**src/rtl/pixel_arb_pkg.sv**
```systemverilog
// Shared constants and the write-FIFO entry type for the pixel SRAM write arbiter.
package pixel_arb_pkg;

  // Framebuffer geometry (320x240 bytes) and raster timing origin.
  localparam int FB_WORDS = 76800;
  localparam int HSTART   = 159;  // last blanking h_count before active video
  localparam int VSTART   = 44;   // last blanking v_count before active video
  localparam int ACTIVE_W = 640;
  localparam int ACTIVE_H = 480;

  localparam int ADDR_W = 17;
  localparam int DATA_W = 8;

  // One queued CPU write: byte address plus RRRGGGBB pixel.
  typedef struct packed {
    logic [ADDR_W-1:0] addr;
    logic [DATA_W-1:0] data;
  } wr_entry_t;

endpackage

```
**src/rtl/pixel_write_fifo.sv**
```systemverilog
// Synchronous write FIFO with registered level and ready. The head is popped
// only when the arbiter grants the SRAM to the CPU side.
module pixel_write_fifo
  import pixel_arb_pkg::*;
#(
  parameter  int DEPTH = 16,
  localparam int AW    = $clog2(DEPTH),
  localparam int LW    = AW + 1
) (
  input  logic            clk_i,
  input  logic            rst_i,
  input  logic            push_i,
  input  wr_entry_t       din_i,
  input  logic            pop_en_i,
  output wr_entry_t       head_o,
  output logic            empty_o,
  output logic            pop_o,
  output logic            ready_o,
  output logic [LW-1:0]   level_o
);

  wr_entry_t         mem [DEPTH];
  logic [AW-1:0]     wptr_q, rptr_q;
  logic [LW-1:0]     level_q, level_d;
  logic              ready_q, ready_d;
  logic              push_ok;

  assign empty_o = (level_q == '0);
  assign pop_o   = pop_en_i && !empty_o;
  // A full FIFO refuses even when a pop happens in the same cycle.
  assign push_ok = push_i && ready_q;
  assign head_o  = mem[rptr_q];
  assign ready_o = ready_q;
  assign level_o = level_q;

  // Next occupancy; simultaneous push and pop leave it unchanged.
  always_comb begin
    level_d = level_q;
    if (push_ok && !pop_o)      level_d = level_q + 1'b1;
    else if (!push_ok && pop_o) level_d = level_q - 1'b1;
    ready_d = (level_d != LW'(DEPTH));
  end

  // Pointers wrap naturally because DEPTH is a power of two.
  always_ff @(posedge clk_i or posedge rst_i) begin
    if (rst_i) begin
      wptr_q  <= '0;
      rptr_q  <= '0;
      level_q <= '0;
      ready_q <= 1'b1;
    end else begin
      if (push_ok) wptr_q <= wptr_q + 1'b1;
      if (pop_o)   rptr_q <= rptr_q + 1'b1;
      level_q <= level_d;
      ready_q <= ready_d;
    end
  end

  // Storage needs no reset; occupancy alone decides what is valid.
  always_ff @(posedge clk_i) begin
    if (push_ok) mem[wptr_q] <= din_i;
  end

endmodule

```
**src/rtl/pixel_sram_write_arbiter.sv**
```systemverilog
// Shares the single-port framebuffer SRAM between the pixel engine's reads
// and queued CPU pixel writes. CPU writes drain only on cycles where the
// pixel engine does not sample SRAM data.
// Optional feature: define PIXEL_ARB_CLIP_EN to drop out-of-range CPU writes
// and flag them on the sticky clip_err output.
module pixel_sram_write_arbiter #(
  parameter  int FIFO_DEPTH = 16,
  parameter  int FB_WORDS   = pixel_arb_pkg::FB_WORDS,
  localparam int LW         = $clog2(FIFO_DEPTH) + 1
) (
  input  logic          clkPixel,
  input  logic          reset,
  input  logic [11:0]   h_count,
  input  logic [11:0]   v_count,
  input  logic          halfRes,
  input  logic [16:0]   gpu_addr,
  input  logic          cpu_valid,
  output logic          cpu_ready,
  input  logic [16:0]   cpu_addr,
  input  logic [7:0]    cpu_data,
  output logic [16:0]   sram_addr,
  output logic [7:0]    sram_wdata,
  output logic          sram_we,
  output logic [LW-1:0] fifo_level,
  output logic          clip_err
);

`ifdef PIXEL_ARB_CLIP_EN
  localparam bit CLIP_EN = 1'b1;
`else
  localparam bit CLIP_EN = 1'b0;
`endif

  logic [11:0]              pa, la;
  logic                     active, fl, fp, gpu_slot;
  logic                     accept, clip_hit, enq, pop;
  logic                     clip_err_q;
  pixel_arb_pkg::wr_entry_t din, head;
  logic                     empty;

  // Slot decode: the pixel engine samples SRAM on the first pixel of each
  // scaled pixel group, on the first line of each scaled line group.
  always_comb begin
    pa       = h_count - 12'd160;
    la       = v_count - 12'd45;
    active   = (h_count > 12'(pixel_arb_pkg::HSTART)) &&
               (v_count > 12'(pixel_arb_pkg::VSTART)) &&
               (pa < 12'(pixel_arb_pkg::ACTIVE_W)) &&
               (la < 12'(pixel_arb_pkg::ACTIVE_H));
    fl       = halfRes ? (la[1:0] == 2'b00) : !la[0];
    fp       = halfRes ? (pa[1:0] == 2'b00) : !pa[0];
    gpu_slot = active && fl && fp;
  end

  // Out-of-range writes still complete the handshake but never reach the FIFO.
  always_comb begin
    accept   = cpu_valid && cpu_ready;
    clip_hit = CLIP_EN && ({15'd0, cpu_addr} >= 32'(FB_WORDS));
    enq      = accept && !clip_hit;
    din.addr = cpu_addr;
    din.data = cpu_data;
  end

  pixel_write_fifo #(
    .DEPTH (FIFO_DEPTH)
  ) u_fifo (
    .clk_i    (clkPixel),
    .rst_i    (reset),
    .push_i   (enq),
    .din_i    (din),
    .pop_en_i (!gpu_slot),
    .head_o   (head),
    .empty_o  (empty),
    .pop_o    (pop),
    .ready_o  (cpu_ready),
    .level_o  (fifo_level)
  );

  // SRAM port mux: the FIFO head owns the port whenever it is popping,
  // otherwise the pixel engine's address passes straight through.
  always_comb begin
    sram_we    = pop;
    sram_addr  = pop ? head.addr : gpu_addr;
    sram_wdata = pop ? head.data : 8'h00;
  end

  // Sticky clip flag; stays clear forever when clipping is compiled out.
  always_ff @(posedge clkPixel or posedge reset) begin
    if (reset)                  clip_err_q <= 1'b0;
    else if (accept && clip_hit) clip_err_q <= 1'b1;
  end

  assign clip_err = clip_err_q;

endmodule

```
**config.mk**
```make
export PLATFORM = sky130hd
export DESIGN_NAME = pixel_sram_write_arbiter
export DESIGN_NICKNAME = d
export VERILOG_FILES = /design/src/rtl/pixel_arb_pkg.sv /design/src/rtl/pixel_write_fifo.sv /design/src/rtl/pixel_sram_write_arbiter.sv
export SDC_FILE = /design/constraint.sdc
export NUM_CORES = 1
export LEC_CHECK = 0
export ABC_AREA = 1
export ABC_CLOCK_PERIOD_IN_PS = 3720
export CAP_MARGIN = 15
export CORE_MARGIN = 2
export CORE_UTILIZATION = 49
export CTS_CLUSTER_DIAMETER = 50
export DETAILED_ROUTE_END_ITERATION = 12
export DONT_BUFFER_PORTS = 1
export PLACE_DENSITY = 0.75
export SLEW_MARGIN = 10
export SYNTH_ARGS = -nofsm -noshare
export SYNTH_HDL_FRONTEND = slang
export SYNTH_HIERARCHICAL = 1
export SYNTH_SLANG_ARGS = --single-unit
```
**constraint.sdc**
```tcl
create_clock -name clkPixel -period 3.72 [get_ports clkPixel]
set_input_delay 0.744 -clock clkPixel [delete_from_list [all_inputs] [get_ports clkPixel]]
set_output_delay 0.744 -clock clkPixel [all_outputs]
set_load 0.02 [all_outputs]
```
* Word level (Yosys, flattened, before mapping)
Memory sizes are Yosys's and may differ from the RTL's.
Index checks and enable logic that the tools add are counted.
** Cells by class
- Multiplexer cells :: 8
- $add $sub $neg :: 6
- Equality and inequality tests :: 1
- Order comparisons :: 4
- Reduce and logical (&&, ||, !) cells :: 19
** Operator list (count)
- 17-bit two-way mux :: 1
- 12-bit by 6-bit > comparator with 1-bit output (second input constant) :: 1
- 12-bit by 8-bit > comparator with 1-bit output (second input constant) :: 1
- 12-bit by 10-bit less-than comparator with 1-bit output (second input constant) :: 1
- 12-bit by 9-bit less-than comparator with 1-bit output (second input constant) :: 1
- 12-bit by 6-bit subtractor with 12-bit output (second input constant) :: 1
- 12-bit by 8-bit subtractor with 12-bit output (second input constant) :: 1
- 1-bit logical AND :: 10
- 5-bit two-way mux :: 2
- 4-bit by 1-bit adder with 4-bit output (second input constant) :: 2
- 8-bit two-way mux :: 1
- 1-bit logical NOT :: 6
- 5-bit by 1-bit adder with 5-bit output (second input constant) :: 1
- 5-bit logical NOT :: 1
- 5-bit inequality test (second input constant) :: 1
- 5-bit by 1-bit subtractor with 5-bit output (second input constant) :: 1
- 2-bit logical NOT :: 2
- 1-bit two-way mux :: 4
** Storage, ports and cells
- Memory bits (writable) :: 400
- Logic and storage cells :: 43
- Memories :: 1
- Bits of input ports :: 70
- Register bits after elaboration :: 14
** Memories
- u_fifo.mem :: depth 16, width 25, read ports 1, clocked after memory_dff 0, wr ports 1, RTL line pixel_write_fifo.sv:22 : wr_entry_t mem [DEPTH];

* Depth between registers and ports, before layout
- Word-level depth :: 12
- Mapped depth :: 16
- Gate-level depth less buffers :: 16

* Modules after synthesis
The synthesis kept the hierarchy.
** Modules (own cells, without submodules)
- pixel_write_fifo :: cells each 1217, sequential area each 12363.1 um2, times used 1, area an instance 16479.6 um2
- pixel_sram_write_arbiter :: cells each 115, sequential area each 0.0 um2, times used 1, area an instance 629.4 um2

* Worst setup path before layout
No wires, ideal clock.
- Kind :: input -> output
- Start point :: input v_count[0]
- End point :: output sram_addr[13]
- Path slack :: 0.418 ns
- Cell stages on the path :: 14
- Data required time :: 2.976 ns
- Arrival time :: 2.558 ns
- Path through :: inv_1 nand2_1 nand3_4 nand2_1 nand2_1 nand2_1 nor2_1 nand2_1 nand2_1 nand2_2 inv_1 buf_2 buf_2 mux2_2
** Between the ends
- Word-level cells in the longest chain between the ends :: 9
- Elaborated cells on any way between the ends :: 14
- Those cells by class :: add/sub: 1; order compare: 2; mux: 2; reduce/logical: 9
** Ends and longest elaborated chain
- from (decl) :: RTL line pixel_sram_write_arbiter.sv:14 : input logic [11:0] v_count,
- branches (longest 4 deep; another with 12-bit by 6-bit subtractor with 12-bit output)
- 1-bit logical AND (*) (2 in series) :: RTL line pixel_sram_write_arbiter.sv:52 : gpu_slot = active && fl && fp;
- 1-bit logical NOT (*) :: RTL line pixel_sram_write_arbiter.sv:71 : .pop_en_i (!gpu_slot),
- 1-bit logical AND (*) :: RTL line pixel_write_fifo.sv:29 : assign pop_o = pop_en_i && !empty_o;
- named net sram_we :: RTL line pixel_sram_write_arbiter.sv:23 : output logic sram_we,
- 17-bit two-way mux (*) :: RTL line pixel_sram_write_arbiter.sv:83 : sram_addr = pop ? head.addr : gpu_addr;
- to (decl) :: RTL line pixel_sram_write_arbiter.sv:21 : output logic [16:0] sram_addr,
Mark *: on every way through the listed nets, which the timed path passes.

==> impl_metrics.toml <==
[timing]
fin_worst_skew_ns = 0.02494
hold_viol_final = 0
relSlewSlack_pct = 36.71
fmax_mhz = 282.4
hold_ws_ns = 0.1614
finalSetupViolCount = 0
final.min_clock_period_ns = 3.541
drv_slew = 0
tightestPinTransition_ns = 0.9494
fin_tns_setup_ns = 0
post-route-period-util_pct = 95.19
rsz0062_at_grt = "false"

[routing]
drt-total-wl_um = 38980
drc = 0
post_drt_wl_per_cell_um = 21.45
firstDrtPassIters = 5
via_count = 10829
ant_nets = 0
vias_per_cell = 5.960
dr.first_iter.drc_count = 1116

[cts]
post_cts_buffers = 0
clock_latency_ns = 0.55
clockBufferDepth = 3
cts_root_buf = "clkbuf_16"
postCtsHoldBufs = 0
cts_tree = "built"
cts_max_level = 2
cts_resized = 0
cts_num_sinks = 414
numCtsBuffers = 44
clkTransAtPathRegs_ns = 0.06

[min_path]
min_path_type = "primary input to async pin"

[setup_path]
r2r_setup_slack_ns = 0.92
startpoint = "u_fifo/rptr_q[1]"
end_kind = "output pin"
crit_fanout = 18
path_class = "flip-flop to output pin"
worstReg2RegEnd = "u_fifo/mem[6][6]"
r2r_start = "u_fifo/ready_o"
cp-start-kind = "flip-flop"
cp.arrival_ns = 2.80
cp-endpoint = "sram_wdata[4]"
cp.required_ns = 2.98
rr_worst_depth = 7

[placed_design]
finalWeightedCongestion = 0.7686
io_buffers = 0
dp.cells = 1736
hpwl_um = 21550

[global_routing]
grt_pass1_wl_um = 59830
antenna_found_initial = 0
grt_usage_pct = 21.58
grt_max_degree = 203
grt_pass1_vias = 10645
grt_overflow = 0

[synth]
syn_inst = 1331
yosys_warnings = 6
syn_area_per_cell_um2 = 12.85
syn_area_mm2 = 0.01711
syn_nets = 1408

[floorplanning]
die_w_um = 190.8
die-height_um = 190.8
num_rows = 68
die_area_mm2 = 0.03642
io_pins = 103
core_mm2 = 0.03446
floorplan.initialDensity_pct = 49.64

[final_layout]
final_cell_mix = "edfxtp_1, nor2_1, o21ai_0, nand2_1, o211ai_1"
multiInputGateArea_mm2 = 0.004225
area_growth_pct = 12.25
ff_latch_area_mm2 = 0.01237
layout_commonest_cell = "edfxtp_1"
drive_gt1_share_pct = 12.26
utilization_pct = 55.72
fin_cells = 1817
n_antenna_cell = 0
nNetsFinal = 1404
fillerInstances = 2673

[pwr]
p_per_area_mw_per_mm2 = 814.0
leakagePower_nw = 6.354
irDropWorstVdd_uv = 808.6

[run_status]
run_status = "finished, final reports clean"

[run]
drv_cap = 0
where the power goes:
group | internal [mW] | switching (mW)
registers | 5.69 | 0.254
clock network | 2.49 | 1.74
logic | 1.62 | 3.84
area by class of cell:
type / count / area share, %
clock buffers: 55 / 6.002
clock inverters: 26 / 1.342
inverters: 44 / 0.8863
multi-input cells: 786 / 22.01
flip-flops and latches: 414 / 64.44
well taps: 455 / 2.965
repair buffers: 37 / 2.359
how the worst min path moves through the flow:
stage | start | endpoint | slack [ns]
after floorplan | u_fifo/wptr_q[3] | u_fifo/wptr_q[3] | 0.57
after global placement | u_fifo/wptr_q[3] | u_fifo/wptr_q[3] | 0.60
after detailed placement | u_fifo/wptr_q[3] | u_fifo/wptr_q[3] | 0.60
after CTS | reset | u_fifo/level_o[0] | 0.16
after global routing | reset | u_fifo/level_o[0] | 0.20
final | reset | u_fifo/level_o[4] | 0.16
state kept, by name, indices dropped and copies added, names as in the netlist:
signal	cells
u_fifo/ready_o	1
u_fifo/wptr_q	4
u_fifo/rptr_q	4
u_fifo/mem	400
u_fifo/level_o	5
stage by stage:
stage	total power [mW]	worst slack, ns	instance area (µm²)
2_1_floorplan	9.961	0.4200	17110
3_3_place_gp	11.31	0.4423	17790
3_5_place_dp	11.47	0.3941	17790
4_1_cts	15.68	0.1853	19200
5_1_grt	16.41	0.05400	19200
6_report	15.63	0.1790	19200
worst max-delay path, cell delays in order, from the launching register on:
cell,delay (ns)
dfrtp_4,0.59
inv_2,0.34
buf_4,0.33
buf_4,0.21
o21ai_0,0.09
o221ai_1,0.18
nand3_1,0.16
nand2_1,0.12
nand2_1,0.05
inv_1,0.16
metal layers:
metal	part of all wire [%]	global-route usage, %	vias up
met5	0	0	-
li1	-	-	4906
met3	7.9	3.681	75
met4	2.0	6.440	0
met2	50	36.59	491
met1	40	28.61	5357
Note: power is estimated with default switching activity, not from simulation.
